**src/rtl/merge_pipe_n.sv**
```systemverilog
// Pipelined Batcher odd-even merger: two sorted N-element key lists in,
// one sorted 2N-element list out. There is one register rank after every
// comparator layer. The order (ascending/descending) is chosen per batch,
// and the output has valid/ready backpressure.
module merge_pipe_n #(
    parameter int WIDTH = 3,
    parameter int N     = 4
) (
    input  logic                   clk,
    input  logic                   rst,
    input  logic [1:0]             load,
    input  logic [2*N*WIDTH-1:0]   inba,
    input  logic                   desc,
    output logic                   in_ready,
    output logic [2*N*WIDTH-1:0]   c,
    output logic                   out_valid,
    input  logic                   out_ready
);
    localparam int STAGES = $clog2(N) + 1;
    localparam int HW     = N * WIDTH;
    localparam int TW     = 2 * HW;

    // Input register: two halves, each with a full flag, plus the batch mode.
    logic [HW-1:0] a_q, a_d, b_q, b_d;
    logic          fa_q, fa_d, fb_q, fb_d;
    logic          mode_q, mode_d;

    // Rank s holds the result of comparator layer s.
    logic [TW-1:0]     rank_data_q [STAGES];
    logic [TW-1:0]     rank_data_d [STAGES];
    logic [STAGES-1:0] rank_valid_q, rank_valid_d;
    logic [STAGES-1:0] rank_mode_q, rank_mode_d;

    // Operands and results of each comparator layer.
    logic [TW-1:0]     layer_in  [STAGES];
    logic [TW-1:0]     layer_out [STAGES];
    logic [STAGES-1:0] layer_mode;

    logic stall_s, launch_s, acc_a_s, acc_b_s;

    // The comparator in layer s whose low end is element lo. The first layer
    // pairs i with i+N. Each later layer with distance k pairs the elements
    // that sit in odd k-blocks with their partner k above, if that partner
    // exists.
    function automatic logic pair_lo(input int s, input int lo);
        int k;
        k = N >> s;
        if (s == 0) begin
            pair_lo = (lo < N);
        end else begin
            pair_lo = (((lo / k) % 2) == 1) && ((lo + k) < 2 * N);
        end
    endfunction

    assign c         = rank_data_q[STAGES-1];
    assign out_valid = rank_valid_q[STAGES-1];

    // Handshake and launch decisions.
    always_comb begin
        stall_s  = rank_valid_q[STAGES-1] && !out_ready;
        in_ready = !(fa_q && fb_q && stall_s);
        acc_a_s  = load[0] && in_ready;
        acc_b_s  = load[1] && in_ready;
        launch_s = fa_q && fb_q && !stall_s;
    end

    // Input register update. A load on the launch edge keeps its flag set.
    always_comb begin
        a_d    = a_q;
        b_d    = b_q;
        fa_d   = fa_q;
        fb_d   = fb_q;
        mode_d = mode_q;
        if (acc_a_s) begin
            a_d  = inba[HW-1:0];
            fa_d = 1'b1;
        end else if (launch_s) begin
            fa_d = 1'b0;
        end else begin
            fa_d = fa_q;
        end
        if (acc_b_s) begin
            b_d  = inba[TW-1:HW];
            fb_d = 1'b1;
        end else if (launch_s) begin
            fb_d = 1'b0;
        end else begin
            fb_d = fb_q;
        end
        if (acc_a_s || acc_b_s) begin
            mode_d = desc;
        end else begin
            mode_d = mode_q;
        end
    end

    // Route the input register and the ranks to the comparator layers.
    always_comb begin
        layer_in[0] = {b_q, a_q};
        for (int s = 1; s < STAGES; s++) begin
            layer_in[s] = rank_data_q[s-1];
        end
        layer_mode = {rank_mode_q[STAGES-2:0], mode_q};
    end

    // Compare-exchange network. Ties never swap. In descending mode the low
    // position takes the larger key.
    always_comb begin
        logic [WIDTH-1:0] lo_v;
        logic [WIDTH-1:0] hi_v;
        logic             swap;
        int               hi;
        lo_v = {WIDTH{1'b0}};
        hi_v = {WIDTH{1'b0}};
        swap = 1'b0;
        hi   = 0;
        for (int s = 0; s < STAGES; s++) begin
            layer_out[s] = layer_in[s];
            for (int lo = 0; lo < 2 * N; lo++) begin
                hi = (lo + (N >> s)) % (2 * N);
                if (pair_lo(s, lo)) begin
                    lo_v = layer_in[s][lo*WIDTH +: WIDTH];
                    hi_v = layer_in[s][hi*WIDTH +: WIDTH];
                    swap = layer_mode[s] ? (lo_v < hi_v) : (lo_v > hi_v);
                    layer_out[s][lo*WIDTH +: WIDTH] = swap ? hi_v : lo_v;
                    layer_out[s][hi*WIDTH +: WIDTH] = swap ? lo_v : hi_v;
                end else begin
                    swap = 1'b0;
                end
            end
        end
    end

    // Rank advance. Bubbles move too; everything freezes while stalled.
    always_comb begin
        rank_data_d  = rank_data_q;
        rank_valid_d = rank_valid_q;
        rank_mode_d  = rank_mode_q;
        if (!stall_s) begin
            for (int s = 0; s < STAGES; s++) begin
                rank_data_d[s] = layer_out[s];
            end
            rank_valid_d = {rank_valid_q[STAGES-2:0], launch_s};
            rank_mode_d  = layer_mode;
        end else begin
            rank_valid_d = rank_valid_q;
            rank_mode_d  = rank_mode_q;
        end
    end

    // State registers. Reset discards every in-flight batch at once.
    always_ff @(posedge clk or posedge rst) begin
        if (rst) begin
            a_q          <= {HW{1'b0}};
            b_q          <= {HW{1'b0}};
            fa_q         <= 1'b0;
            fb_q         <= 1'b0;
            mode_q       <= 1'b0;
            rank_valid_q <= {STAGES{1'b0}};
            rank_mode_q  <= {STAGES{1'b0}};
            for (int s = 0; s < STAGES; s++) begin
                rank_data_q[s] <= {TW{1'b0}};
            end
        end else begin
            a_q          <= a_d;
            b_q          <= b_d;
            fa_q         <= fa_d;
            fb_q         <= fb_d;
            mode_q       <= mode_d;
            rank_valid_q <= rank_valid_d;
            rank_mode_q  <= rank_mode_d;
            for (int s = 0; s < STAGES; s++) begin
                rank_data_q[s] <= rank_data_d[s];
            end
        end
    end

endmodule

```
**config.mk**
```make
export PLATFORM = sky130hd
export DESIGN_NAME = merge_pipe_n
export DESIGN_NICKNAME = d
export VERILOG_FILES = /design/src/rtl/merge_pipe_n.sv
export SDC_FILE = /design/constraint.sdc
export NUM_CORES = 1
export LEC_CHECK = 0
export ABC_AREA = 1
export CAP_MARGIN = 20
export CORE_MARGIN = 10
export CORE_UTILIZATION = 30
export CTS_BUF_LIST = sky130_fd_sc_hd__clkbuf_16
export DETAILED_ROUTE_END_ITERATION = 6
export PLACE_DENSITY_LB_ADDON = 0.12
export SLEW_MARGIN = 20
export SYNTH_ARGS = -nofsm -noshare
export SYNTH_HDL_FRONTEND = slang
export SYNTH_SLANG_ARGS = --single-unit
```
**constraint.sdc**
```tcl
create_clock -name clk -period 3.2 [get_ports clk]
set_input_delay 0.64 -clock clk [delete_from_list [all_inputs] [get_ports clk]]
set_output_delay 0.64 -clock clk [all_outputs]
set_load 0.1 [all_outputs]
```
**After elaboration in Yosys (flattened, before gate mapping)**

Cells that the tools add are included.

- Logic and storage cells: 70
- Output and inout port bits: 26
- Register bits after elaboration: 104

- Reduce and logical (&&, ||, !) cells: 12
- Mux-type cells: 30
- $lt $le $gt $ge: 18

Operator list:

| operator | number |
|---|---|
| 2-to-1 mux 3 bit | 18 |
| > comparator 3 bit | 9 |
| < comparator 3 bit | 9 |
| 2-to-1 mux 1 bit | 12 |
| logical AND 1 bit | 6 |
| nonzero test 2 bit | 2 |
| zero test 1 bit | 3 |
| logical OR 1 bit | 1 |

**Logic depth before layout (Yosys ltp)**

Gate-level depths: netlist of run 1.

- Word-level depth: 6
- Mapped depth: 10

**Worst setup path after synthesis of run 1**

No wires, ideal clock.

- Path type: reg2out
- Start: register rank_valid_q[2]
- End: output port in_ready
- Required time: 2,560 ps
- Path buffers: 2
- Cell stages (with the launch flop): 6
- Arrival time: 2,166 ps
- Setup slack: 394 ps
- Cell sequence: dfrtp_1 inv_1 nor2_4 buf_4 buf_4 nand2_1

- Longest elaborated chain between the ends: 3

RTL lines:

| element | RTL line | RTL |
|---|---|---|
| from (decl) | 31 | `logic [STAGES-1:0] rank_valid_q, rank_valid_d;` |
| from (signal assigned) | 159 | `rank_valid_q <= {STAGES{1'b0}};` |
| from (signal assigned) | 170 | `rank_valid_q <= rank_valid_d;` |
| logical AND 1 bit | 60 | `stall_s = rank_valid_q[STAGES-1] && !out_ready;` |
| logical AND 1 bit | 61 | `in_ready = !(fa_q && fb_q && stall_s);` |
| zero test 1 bit | 61 |  |
| to (decl) | 14 | `output logic in_ready,` |

No other way between the ends.

**Worst setup path after layout of run 1**

- Start: input port out_ready
- End: output port in_ready

- Longest elaborated chain between the ends: 4

RTL lines:

| element | RTL line | RTL |
|---|---|---|
| from (decl) | 17 | `input logic out_ready` |
| zero test 1 bit | 60 |  |
| logical AND 1 bit | 60 |  |
| logical AND 1 bit | 61 |  |
| zero test 1 bit | 61 |  |

No other way between the ends.

==> results.cfg, run 1 <==
[grt]
globalRouteMet3Util_pct = 2.80
grt_max_degree = 82
gr-usage-met1_pct = 14.6
grt.busiest_layer = met2
use_met2_pct = 16.3
antenna_found_initial = 0
grt_pass1_vias = 4397
grt_usage_pct = 10.9
grt_pass1_wl_um = 21700
grt-ovfl-total = 0

[routing]
via_count = 4396
routed_via_density = 4.54
drc = 0
drtIter0Drc = 310
drt_wl_total_um = 12300
ant_nets = 0
drt_pass1_iterations = 4
wl_per_cell_um = 12.7

[timing]
finalSetupTns_ns = 0
tightest_slew_ns = 0.722
post-route-min-period_ns = 2.35
finalWorstSetupSlack_ns = 0.852
fin_worst_hold_slack_ns = 0.465
finClkSkew_ns = 0.00734
finalMaxSlewViolations = 0
fin_crit_sh_pct = 73.4
hold_viol = 0
rsz0062_at_grt = false
slew_headroom_pct = 51.9
setup_viol = 0
clock.fmax_mhz = 426

[finish]
area_growth_pct = 18.9
final_nets = 792
final_core_util_pct = 36.0
n_antenna_cell = 0
drive_gt1_share_pct = 9.73

[min_path]
min_path_cells = 2
hold_start = layer_in[0]
holdPathEnd = c[0]
hold_path.class = reg -> reg

[die]
io_pins = 56
coreArea_um2 = 17900
die_w_um = 154
die_area_um2 = 23900
start_util_pct = 30.3
rows = 49
die-height_um = 154

[clocking]
clockRootBuffer = clkbuf_16
cts_buffer_depth = 2
path_clk_slew_ns = 0.07
cts_setup_buffers = 0
holdBufCountCts = 0
ctsHtreeMaxLevel = 3
cts_sinks = 104
clk_latency_ns = 0.36
cts_buffers = 9
post_cts_resized = 0
cts_tree = yes

[placed_design]
port_buffers = 55
hpwl_um = 9090
dpl_worst_slack_ns = 0.782
finalWeightedCongestion = 0.792

[yosys]
synthesis.area_um2 = 5420
ys.flop_type = dfrtp_1
synth-edff-count = 0
syn_avg_cell_area_um2 = 7.93
yosysWarnings = 0
async_flop_share_pct = 100
syn-num-nets = 741
synth_most_common_cell = nand2_1
netlist.area_leader.share_pct = 48.0
netlist_top_cells_count = 252 x nand2_1, 135 x nand3_1, 104 x dfrtp_1
synth.area.top_cells = dfrtp_1 48%, nand2_1 17%, nand3_1 12%
syn_inst = 684
ys_seq_area_share_pct = 48.0
yosys_register_bits = 104
synth_top_area_cell = dfrtp_1
ys_types = 19

[setup_path]
crit_type = in -> out
rr_startpoint = b_q[5]
timing.rr.end = layer_in[39]
reg2regPathDepth = 8
cp-end-kind = primary output
required_ns = 2.56
critPathMaxFanout = 5
rrSetupSlack_ns = 1.50
start_kind = primary input
critical_path_arrival_ns = 1.71

[flow_run]
maxCapViolCount = 0

[status]
status = finished, final reports clean
## stage by stage
step / cells / cell area [um2]
6_report: 969 / 6450
5_1_grt: 969 / 6450
4_1_cts: 969 / 6450
3_5_place_dp: 953 / 6130
3_3_place_gp: 953 / 6130
2_1_floorplan: 684 / 5430
## worst max-delay path, cell delays in order
cell             delay (ns)
clkdlybuf4s50_1        0.45
nor2_4                 0.27
nand2_1                0.15
buf_12                 0.19
## worst max-delay path by stage
stage | startpoint | end | slack, ns | cells past startpoint
after CTS | out_ready | in_ready | 0.84 | 4
after global routing | out_ready | in_ready | 0.80 | 4
final | out_ready | in_ready | 0.85 | 4
after floorplan | rank_valid_q[2] | in_ready | 0.39 | 5
after global placement | out_ready | fb_q | 0.81 | 5
after detailed placement | out_ready | fb_q | 0.78 | 5
## cells by family after synthesis
group | after synthesis | share of synthesized area, %
and+or+nand+nor | 402 | 31.6
DFF | 104 | 48.0
buffers and inverters | 99 | 8.17
AOI/OAI and AO/OA | 52 | 6.02
adders and majority gates | 27 | 6.23
## sequential cells by signal (all words and copies together), names as in the netlist
signal,cells
fb_q,1
mode_q,1
rank_mode_q,2
b_q,12
layer_in,48
rank_valid_q,3
a_q,12
fa_q,1
c,24
## area by class of cell
| type | count | area [um2] |
|---|---|---|
| well taps | 229 | 287 |
| inverters | 79 | 300 |
| clock buffers | 9 | 225 |
| flip-flops and latches | 104 | 2600 |
| fillers | 1875 | 11500 |
| multi-input cells | 481 | 2380 |
| clock inverters | 7 | 93.8 |
| repair buffers | 60 | 561 |
## metal layers
layer | part of all wire (%) | wire length [um]
met2 | 43 | 5330
met1 | 51 | 6240
met3 | 4.5 | 557
met5 | 0 | 0
met4 | 1.7 | 213
## cells in the final DEF, fill, tap and decap left out
cell	count
clkinv_1	2
clkbuf_16	9
o21ai_1	3
nand2_1	252
inv_6	2
clkdlybuf4s50_1	29
o21ai_0	35
a21oi_2	9
inv_1	75
a21oi_1	1
inv_2	3
nor2_1	3
clkinv_4	1
nand2_2	11
buf_12	3
o21bai_1	2
bufinv_16	2
dfrtp_1	104
clkinvlp_4	1
ha_1	27
buf_4	28
nor2_4	1
nand3_1	135
a21boi_4	2
Power of run 1 is left out: the tool's default activity adds up to more than one toggle a clock period on the data nets, which glitch-free logic cannot reach.
==> run 2, diff against run 1 <==
Clock period 3.2 ns to 2 ns, I/O delays scaled along.
==> run 2 against run 1 <==
Final cell count up 0.52%. Utilization up 0.34 points. Count of clock-buffer cells in the layout unchanged. Worst hold slack worse by 0.018 ns. Critical path depth up 1. Die area unchanged. Sequential share of layout area down 0.36 points. Critical path type unchanged. Highest routed layer unchanged.
==> results.cfg, run 2 (synthesis gave the netlist of run 1 again) <==
[status]
status = finished, final reports clean

[grt]
grt_max_degree = 83
antenna_found_initial = 0
grt-ovfl-total = 0
grt_usage_pct = 10.6
grt_pass1_wl_um = 21300
grt_pass1_vias = 4367

[timing]
slew_headroom_pct = 69.9
finClkSkew_ns = 0.0106
post-route-min-period_ns = 1.77
rsz0062_at_grt = false
clock.fmax_mhz = 564
hold_viol = 0
finalMaxSlewViolations = 0
fin_crit_sh_pct = 88.7
finalSetupTns_ns = 0
setup_viol = 0
tightest_slew_ns = 0.452

[min_path]
hold_path.class = reg -> reg
min_path_cells = 2

[clocking]
cts_setup_buffers = 0
cts_tree = yes
post_cts_resized = 0
clockRootBuffer = clkbuf_16
cts_buffers = 9
cts_sinks = 104
ctsHtreeMaxLevel = 3
path_clk_slew_ns = 0.07
clk_latency_ns = 0.36
holdBufCountCts = 0
cts_buffer_depth = 2

[placed_design]
place_area_um2 = 6210
finalWeightedCongestion = 0.751
port_buffers = 55
hpwl_um = 8920
place_inst = 958

[setup_path]
start_kind = primary input
rrSetupSlack_ns = 0.31
crit_type = in -> out
critPathMaxFanout = 17
critical_path_arrival_ns = 1.37
critPathCapture = in_ready
max_stage_delay_ns = 0.44
worstPathCellList = clkdlybuf4s50_1 -> nor2_4 -> buf_12 -> nand2_4 -> buf_12
cp_slowest_cell = clkdlybuf4s50_1
worst-path-buf-inv = 3
required_ns = 1.60
timing.rr.end = layer_in[36]
crit_start = out_ready
path_common_cell = buf_12
rr_startpoint = b_q[2]
cp-end-kind = primary output
cp_top_family = buffers and inverters
reg2regPathDepth = 8
critical_path_depth = 5

[finish]
final_cell_mix = 251 x nand2_1, 135 x nand3_1, 103 x dfrtp_1
final_cell_area_um2 = 6510
n_fill_cell = 1857
drive_gt1_share_pct = 10.7
largest_reg_flops = 48
final_core_util_pct = 36.4
area_growth_pct = 20.0
instances_no_fill = 974
final_nets = 797
n_antenna_cell = 0
layout_commonest_cell = nand2_1

[routing]
via_count = 4390
drt_wl_total_um = 12200
drt_pass1_iterations = 4
wl_per_cell_um = 12.5
drc = 0
drtIter0Drc = 291
ant_nets = 0
routed_via_density = 4.51

[die]
rows = 49
start_util_pct = 30.3
die-height_um = 154
coreArea_um2 = 17900
die_w_um = 154
die_area_um2 = 23900
io_pins = 56

[flow_run]
maxCapViolCount = 0
==> run 2: cell types whose count changed in the layout (fill, tap and decap cells not counted) <==
cell | previous run | this run
buf_12 | 3 | 6
dfrtp_1 | 104 | 103
inv_6 | 2 | 0
clkinv_2 | 0 | 2
clkinv_1 | 2 | 1
clkinvlp_4 | 1 | 2
dfrtp_2 | 0 | 1
nand2_4 | 0 | 1
bufinv_16 | 2 | 1
buf_4 | 28 | 30
nand2_1 | 252 | 251
inv_8 | 0 | 1
==> run 2: layout make-up <==
type | instances | area [um2] | share of cell area, %
flip-flops and latches | 104 | 2600 | 40.0
multi-input cells | 481 | 2380 | 36.6
repair buffers | 65 | 636 | 9.77
inverters | 79 | 300 | 4.61
well taps | 229 | 287 | 4.40
clock buffers | 9 | 225 | 3.46
clock inverters | 7 | 71.3 | 1.10
==> run 2: stage by stage <==
| step | worst slack, ns | hold WS (ns) |
|---|---|---|
| 4_1_cts | 0.217 | 0.457 |
| 3_5_place_dp | 0.215 | 0.438 |
| 2_1_floorplan | 0.0716 | 0.419 |
| 3_3_place_gp | 0.220 | 0.434 |
| 6_report | 0.226 | 0.447 |
| 5_1_grt | 0.124 | 0.489 |
==> run 2: how the worst min path moves through the flow <==
stage	start	endpoint
after floorplan	rank_valid_q[1]	rank_valid_q[2]
after global placement	rank_valid_q[1]	rank_valid_q[2]
after detailed placement	rank_valid_q[1]	rank_valid_q[2]
after CTS	rank_valid_q[1]	rank_valid_q[2]
after global routing	layer_in[0]	c[0]
final	rank_valid_q[1]	rank_valid_q[2]
==> run 2: worst min-delay path, cell delays in order, from the launching register on <==
cell and delay, ns:
dfrtp_1 0.32, inv_1 0.04, nand2_1 0.05
==> run 2: per-layer routing <==
metal  vias up  track usage (%)  share of wire [%]
li1       2313                -                  -
met1      1992             14.6                 52
met2        72             15.5                 41
met3        13             2.69                5.1
met4         0             4.32                1.6
met5         -                0                  0
Power of run 2 is left out for the same reason.
